==> src/rtl/ad5318_frame_rx.sv <==
// AD5318 serial-link receiver: oversampled SCLK/DIN/SYNC_b deserialiser with a tvalid/tready word stream.
// Define AD5318_RX_REGFILE_EN to add the input/DAC register file driven by LDAC_b.
`timescale 1ns/1ps
module ad5318_frame_rx #(
  parameter int MSB_FIRST   = 1,
  parameter int SYNC_STAGES = 2
) (
  input  logic        clkin,
  input  logic        rst,
  input  logic        SCLK,
  input  logic        DIN,
  input  logic        SYNC_b,
  input  logic        LDAC_b,
  output logic [15:0] tdata,
  output logic [2:0]  tuser,
  output logic        tctrl,
  output logic        tvalid,
  input  logic        tready,
  output logic        frame_err,
  output logic        overrun
`ifdef AD5318_RX_REGFILE_EN
  ,
  output logic [79:0] dac_value
`endif
);

  typedef enum logic [1:0] {IDLE, SHIFT, DONE} state_t;

  state_t                 state;
  logic [SYNC_STAGES-1:0] sclk_sync, din_sync, syncb_sync;
  logic                   sclk_d, syncb_d;
  logic                   sclk_s, din_s, syncb_s;
  logic                   sclk_fall, syncb_rise, commit;
  logic [15:0]            shreg, shift_next;
  logic [4:0]             bit_cnt;
  logic                   primed, armed;

  always_ff @(posedge clkin) begin
    if (rst) begin
      sclk_sync  <= '0;
      din_sync   <= '0;
      syncb_sync <= '1;
      sclk_d     <= 1'b0;
      syncb_d    <= 1'b1;
    end else begin
      sclk_sync  <= {sclk_sync[SYNC_STAGES-2:0], SCLK};
      din_sync   <= {din_sync[SYNC_STAGES-2:0], DIN};
      syncb_sync <= {syncb_sync[SYNC_STAGES-2:0], SYNC_b};
      sclk_d     <= sclk_s;
      syncb_d    <= syncb_s;
    end
  end

  assign sclk_s     = sclk_sync[SYNC_STAGES-1];
  assign din_s      = din_sync[SYNC_STAGES-1];
  assign syncb_s    = syncb_sync[SYNC_STAGES-1];
  assign sclk_fall  = sclk_d & ~sclk_s;
  assign syncb_rise = syncb_s & ~syncb_d;
  assign shift_next = (MSB_FIRST != 0) ? {shreg[14:0], din_s} : {din_s, shreg[15:1]};
  assign commit     = (state == SHIFT) && !syncb_rise && sclk_fall && (bit_cnt == 5'd15);

  // armed only once the whole SYNC_b chain has shown a genuine high after reset,
  // so a frame already in flight when reset drops is ignored
  always_ff @(posedge clkin) begin
    if (rst) begin
      state     <= IDLE;
      shreg     <= '0;
      bit_cnt   <= '0;
      primed    <= 1'b0;
      armed     <= 1'b0;
      tdata     <= '0;
      tuser     <= '0;
      tctrl     <= 1'b0;
      tvalid    <= 1'b0;
      frame_err <= 1'b0;
      overrun   <= 1'b0;
    end else begin
      frame_err <= 1'b0;
      overrun   <= 1'b0;
      primed    <= 1'b1;
      if (primed && (&syncb_sync) && syncb_d)
        armed <= 1'b1;
      if (tvalid && tready)
        tvalid <= 1'b0;
      case (state)
        IDLE: begin
          shreg   <= '0;
          bit_cnt <= '0;
          if (armed && !syncb_s)
            state <= SHIFT;
        end
        SHIFT: begin
          if (syncb_rise) begin
            if (bit_cnt != 5'd0)
              frame_err <= 1'b1;
            shreg   <= '0;
            bit_cnt <= '0;
            state   <= IDLE;
          end else if (sclk_fall) begin
            shreg   <= shift_next;
            bit_cnt <= bit_cnt + 5'd1;
            if (commit) begin
              state <= DONE;
              if (!tvalid || tready) begin
                tdata  <= shift_next;
                tctrl  <= shift_next[15];
                tuser  <= shift_next[15] ? 3'd0 : shift_next[14:12];
                tvalid <= 1'b1;
              end else begin
                overrun <= 1'b1;
              end
            end
          end
        end
        DONE: begin
          if (syncb_s)
            state <= IDLE;
        end
        default: state <= IDLE;
      endcase
    end
  end

`ifdef AD5318_RX_REGFILE_EN
  logic [SYNC_STAGES-1:0] ldac_sync;
  logic [9:0]             in_reg  [8];
  logic [9:0]             dac_reg [8];

  // DAC registers copy the previous input-register contents, so a same-cycle commit lands one cycle later
  always_ff @(posedge clkin) begin
    if (rst) begin
      ldac_sync <= '1;
      for (int n = 0; n < 8; n++) begin
        in_reg[n]  <= '0;
        dac_reg[n] <= '0;
      end
    end else begin
      ldac_sync <= {ldac_sync[SYNC_STAGES-2:0], LDAC_b};
      if (commit && !shift_next[15])
        in_reg[shift_next[14:12]] <= shift_next[11:2];
      if (!ldac_sync[SYNC_STAGES-1])
        for (int n = 0; n < 8; n++)
          dac_reg[n] <= in_reg[n];
    end
  end

  for (genvar g = 0; g < 8; g++) begin : g_dac
    assign dac_value[10*g+9:10*g] = dac_reg[g];
  end
`else
  logic unused_ldac;
  assign unused_ldac = LDAC_b;
`endif

endmodule

==> config.mk <==
export PLATFORM = sky130hd
export DESIGN_NAME = ad5318_frame_rx
export DESIGN_NICKNAME = d
export VERILOG_FILES = /design/src/rtl/ad5318_frame_rx.sv
export SDC_FILE = /design/constraint.sdc
export NUM_CORES = 1
export LEC_CHECK = 0
export CORE_MARGIN = 2
export CORE_UTILIZATION = 56
export DETAILED_ROUTE_END_ITERATION = 10
export HOLD_SLACK_MARGIN = 0.12
export PLACE_DENSITY_LB_ADDON = 0.05
export SYNTH_ARGS = -nofsm -noshare
export SYNTH_HDL_FRONTEND = slang
export SYNTH_SLANG_ARGS = --single-unit
export TNS_END_PERCENT = 100
==> constraint.sdc <==
create_clock -name clkin -period 4.2 [get_ports clkin]
set_input_delay 1.26 -clock clkin [delete_from_list [all_inputs] [get_ports clkin]]
set_output_delay 1.26 -clock clkin [all_outputs]
set_load 0.01 [all_outputs]
==> out/metrics.csv <==
metric,value,unit
setup tns final,0,ps
starting utilization of the core area,58.42,%
Netlist Area Pre-Place,0.001949,mm^2
dpl ws,1100,ps
mean area per synthesized cell,10.65,um^2
most instantiated library cell after synthesis,sky130_fd_sc_hd__dfxtp_1,
Post-synth EDFFs,0,
path category of the worst min-delay check,register to register,
overall track demand over capacity in global routing,18.29,%
multiplexer area fraction after synthesis,8.216,%
count of fill cells added during filler insertion,275,
most crowded layer after global routing,met2,
combinational family with the most area after synthesis,simple AND/OR/NAND/NOR gates,
Vias/cell,5.439,
dominant cell type by area after synthesis,sky130_fd_sc_hd__dfxtp_1,
"IR drop worst, VDD",0.2758,mV
antenna diode count,0,
total number of vias,1387,
arrival time at the worst endpoint,2920,ps
cells taking the most area after synthesis,"sky130_fd_sc_hd__dfxtp_1 55%, sky130_fd_sc_hd__mux2i_1 8.2%, sky130_fd_sc_hd__o221a_2 7.5%",
flip-flop and latch count after synthesis,54,
number of max-slew violations in the final report,0,
global routing met2 resource utilization,31.38,%
placed wire-length estimate,2222,um
horizontal die dimension,63,um
outcome,"complete, no violations",
number of top-level design ports,30,
placed instance count,247,
Worst-Margin Slew,1125,ps
GR met1 Demand/Resource,22.55,%
final design utilization,68.84,%
row count,21,
nature of the critical path endpoint,register,
Antenna Violating Nets Remaining,0,
post-DR wirelength/cell,12.81,um
worst setup skew after layout,13.49,ps
number of levels the H-tree was split into,2,
share of cells above drive strength 1,13.40,%
clock network latency to the later pin of the worst-skew pair,370,ps
Post-Syn Instances,183,
CTS tree,built,
Mapped Nets,193,
minimum hold slack,451.3,ps
power density over the cells,335.9,mW/mm^2
synth cell count leaders,"54 x sky130_fd_sc_hd__dfxtp_1, 25 x sky130_fd_sc_hd__nor2_1, 16 x sky130_fd_sc_hd__mux2i_1",
crit start category,input pin,
Design Power,0.7717,mW
cts hold-fix bufs,0,
final count of negative-setup-slack endpoints,0,
nets,218,
unrepaired setup endpoints after global routing,false,
number of warnings issued by yosys,0,
wire length of the first global-routing pass,5865,um
headroom to the max-slew limit,24.63,%
remaining routing DRC violations,0,
share of synthesized area occupied by flip-flops and latches,55.46,%
total number of clock tree sinks,54,
maximum clock rate,376.0,MHz
flip-flop and latch area,0.001081,mm^2
final count of hold timing violations,0,
fraction of the mapped netlist area in compound gates,14.12,%
"Area growth, synth to finish",17.84,%
floorplan die area,0.003969,mm^2
Placed Area,0.002238,mm^2
"arithmetic-cell share of the synthesized area counting full adders, half adders and majority gates",1.926,%
detailed-router iteration count before antenna repair,5,
number of different library cells in the post-synthesis netlist,32,
number of DRC violations after detailed-routing iteration 0,76,
# port buffers,28,
final RePlAce weighted congestion,0.7336,
number of non-filler instances in the completed layout,255,
vias in the first global route,1326,
simple-gate portion of the synthesized area,15.85,%
Critical Setup Path Class,input pin to register,
post-cts gate resize count,0,
Synth async-reset ratio,0,%
final setup slack of the worst path,1541,ps
met3 demand-to-capacity share in global routing,4.865,%
cell area after layout,0.002297,mm^2
number of buffers created by CTS,5,
CTS clock-pin slew for the worst setup and hold paths,160,ps
main flop type after synthesis,sky130_fd_sc_hd__dfxtp_1,
area fraction of the dominant cell type after synthesis,55.46,%
total detailed-routing wirelength,3267,um
Period minus WS final,2659,ps
pin count of the biggest net entering global routing,41,
die boundary height,63,um
total core area,0.003337,mm^2
peak fanout along the critical path,12,
buffer depth of the longest clock path,2,
buffer type at the clock tree root,sky130_fd_sc_hd__clkbuf_4,
Leak Pwr,0.9280,nW
Overflow after GRT,0,
number of antenna violations at the first check in global routing,0,
post-CTS repair timing setup buffer count,0,
xor/xnor cell area share of the yosys netlist,0,%
max-capacitance violation count,0,
area used by multi-input combinational logic,782.0,um^2
crit share post-route,63.32,%
worst path required time,4460,ps
-- report_power, final --
| part | internal (mW) | switching, mW | total (mW) |
|---|---|---|---|
| registers | 0.519 | 0.00414 | 0.523 |
| clock network | 0.0655 | 0.161 | 0.226 |
| logic | 0.0105 | 0.0118 | 0.0223 |
-- critical path, stage by stage --
cell	delay [ps]
sky130_fd_sc_hd__clkdlybuf4s50_1	440
sky130_fd_sc_hd__nand2b_1	150
sky130_fd_sc_hd__nand4_1	440
sky130_fd_sc_hd__buf_4	390
sky130_fd_sc_hd__mux2i_1	180
sky130_fd_sc_hd__nor2_1	50
-- flip-flops by register name (all words and copies together), names as in the netlist --
register and flops:
armed 1, bit_cnt 5, din_sync 2, frame_err 1
overrun 1, primed 1, sclk_d 1, sclk_sync 2
shreg 15, state 2, syncb_d 1, syncb_sync 2
tdata 16, tuser 3, tvalid 1
-- cell type report --
class | count | share of cell area, %
clock inverter | 3 | 0.9259
timing repair buffer | 30 | 12.85
clock buffer | 5 | 1.634
sequential | 54 | 47.06
multi-input combinational | 111 | 34.04
inverter | 6 | 0.9804
tap | 46 | 2.505
-- per-layer routing --
| metal | up-vias | routed length (um) |
|---|---|---|
| li1 | 699 | - |
| met1 | 660 | 1570 |
| met2 | 24 | 1540 |
| met3 | 4 | 121 |
| met4 | 0 | 34 |
| met5 | - | 0 |
-- final timing paths --
check / start / endpoint / slack, ps / cells after the start
worst max-delay path: tready / tdata[8] / 1540 / 6
worst min-delay path: din_sync[0] / din_sync[1] / 450 / 1
worst max register to register: bit_cnt[0] / tdata[8] / 1900 / 8
worst min register to register: din_sync[0] / din_sync[1] / 450 / 1
-- cells by family after synthesis --
| family | after synthesis |
|---|---|
| adder cells (fa/ha/maj) | 3 |
| multiplexers | 16 |
| AND/OR/NAND/NOR | 59 |
| buffers and inverters | 18 |
| flip-flops | 54 |
| AO/OA/AOI/OAI | 33 |
-- cells in the final DEF, fill, tap and decap left out, drive strengths merged, types with 4 or more instances in the layout --
master / Yosys / final
dfxtp: 54 / 54
clkdlybuf4s50: 0 / 28
nor2: 25 / 25
mux2i: 16 / 16
o221a: 13 / 13
a21oi: 7 / 7
inv: 6 / 6
nor2b: 6 / 6
nand2: 6 / 6
clkbuf: 6 / 5
or3b: 4 / 4
a22oi: 4 / 4
(Power assumes the default switching activity.)
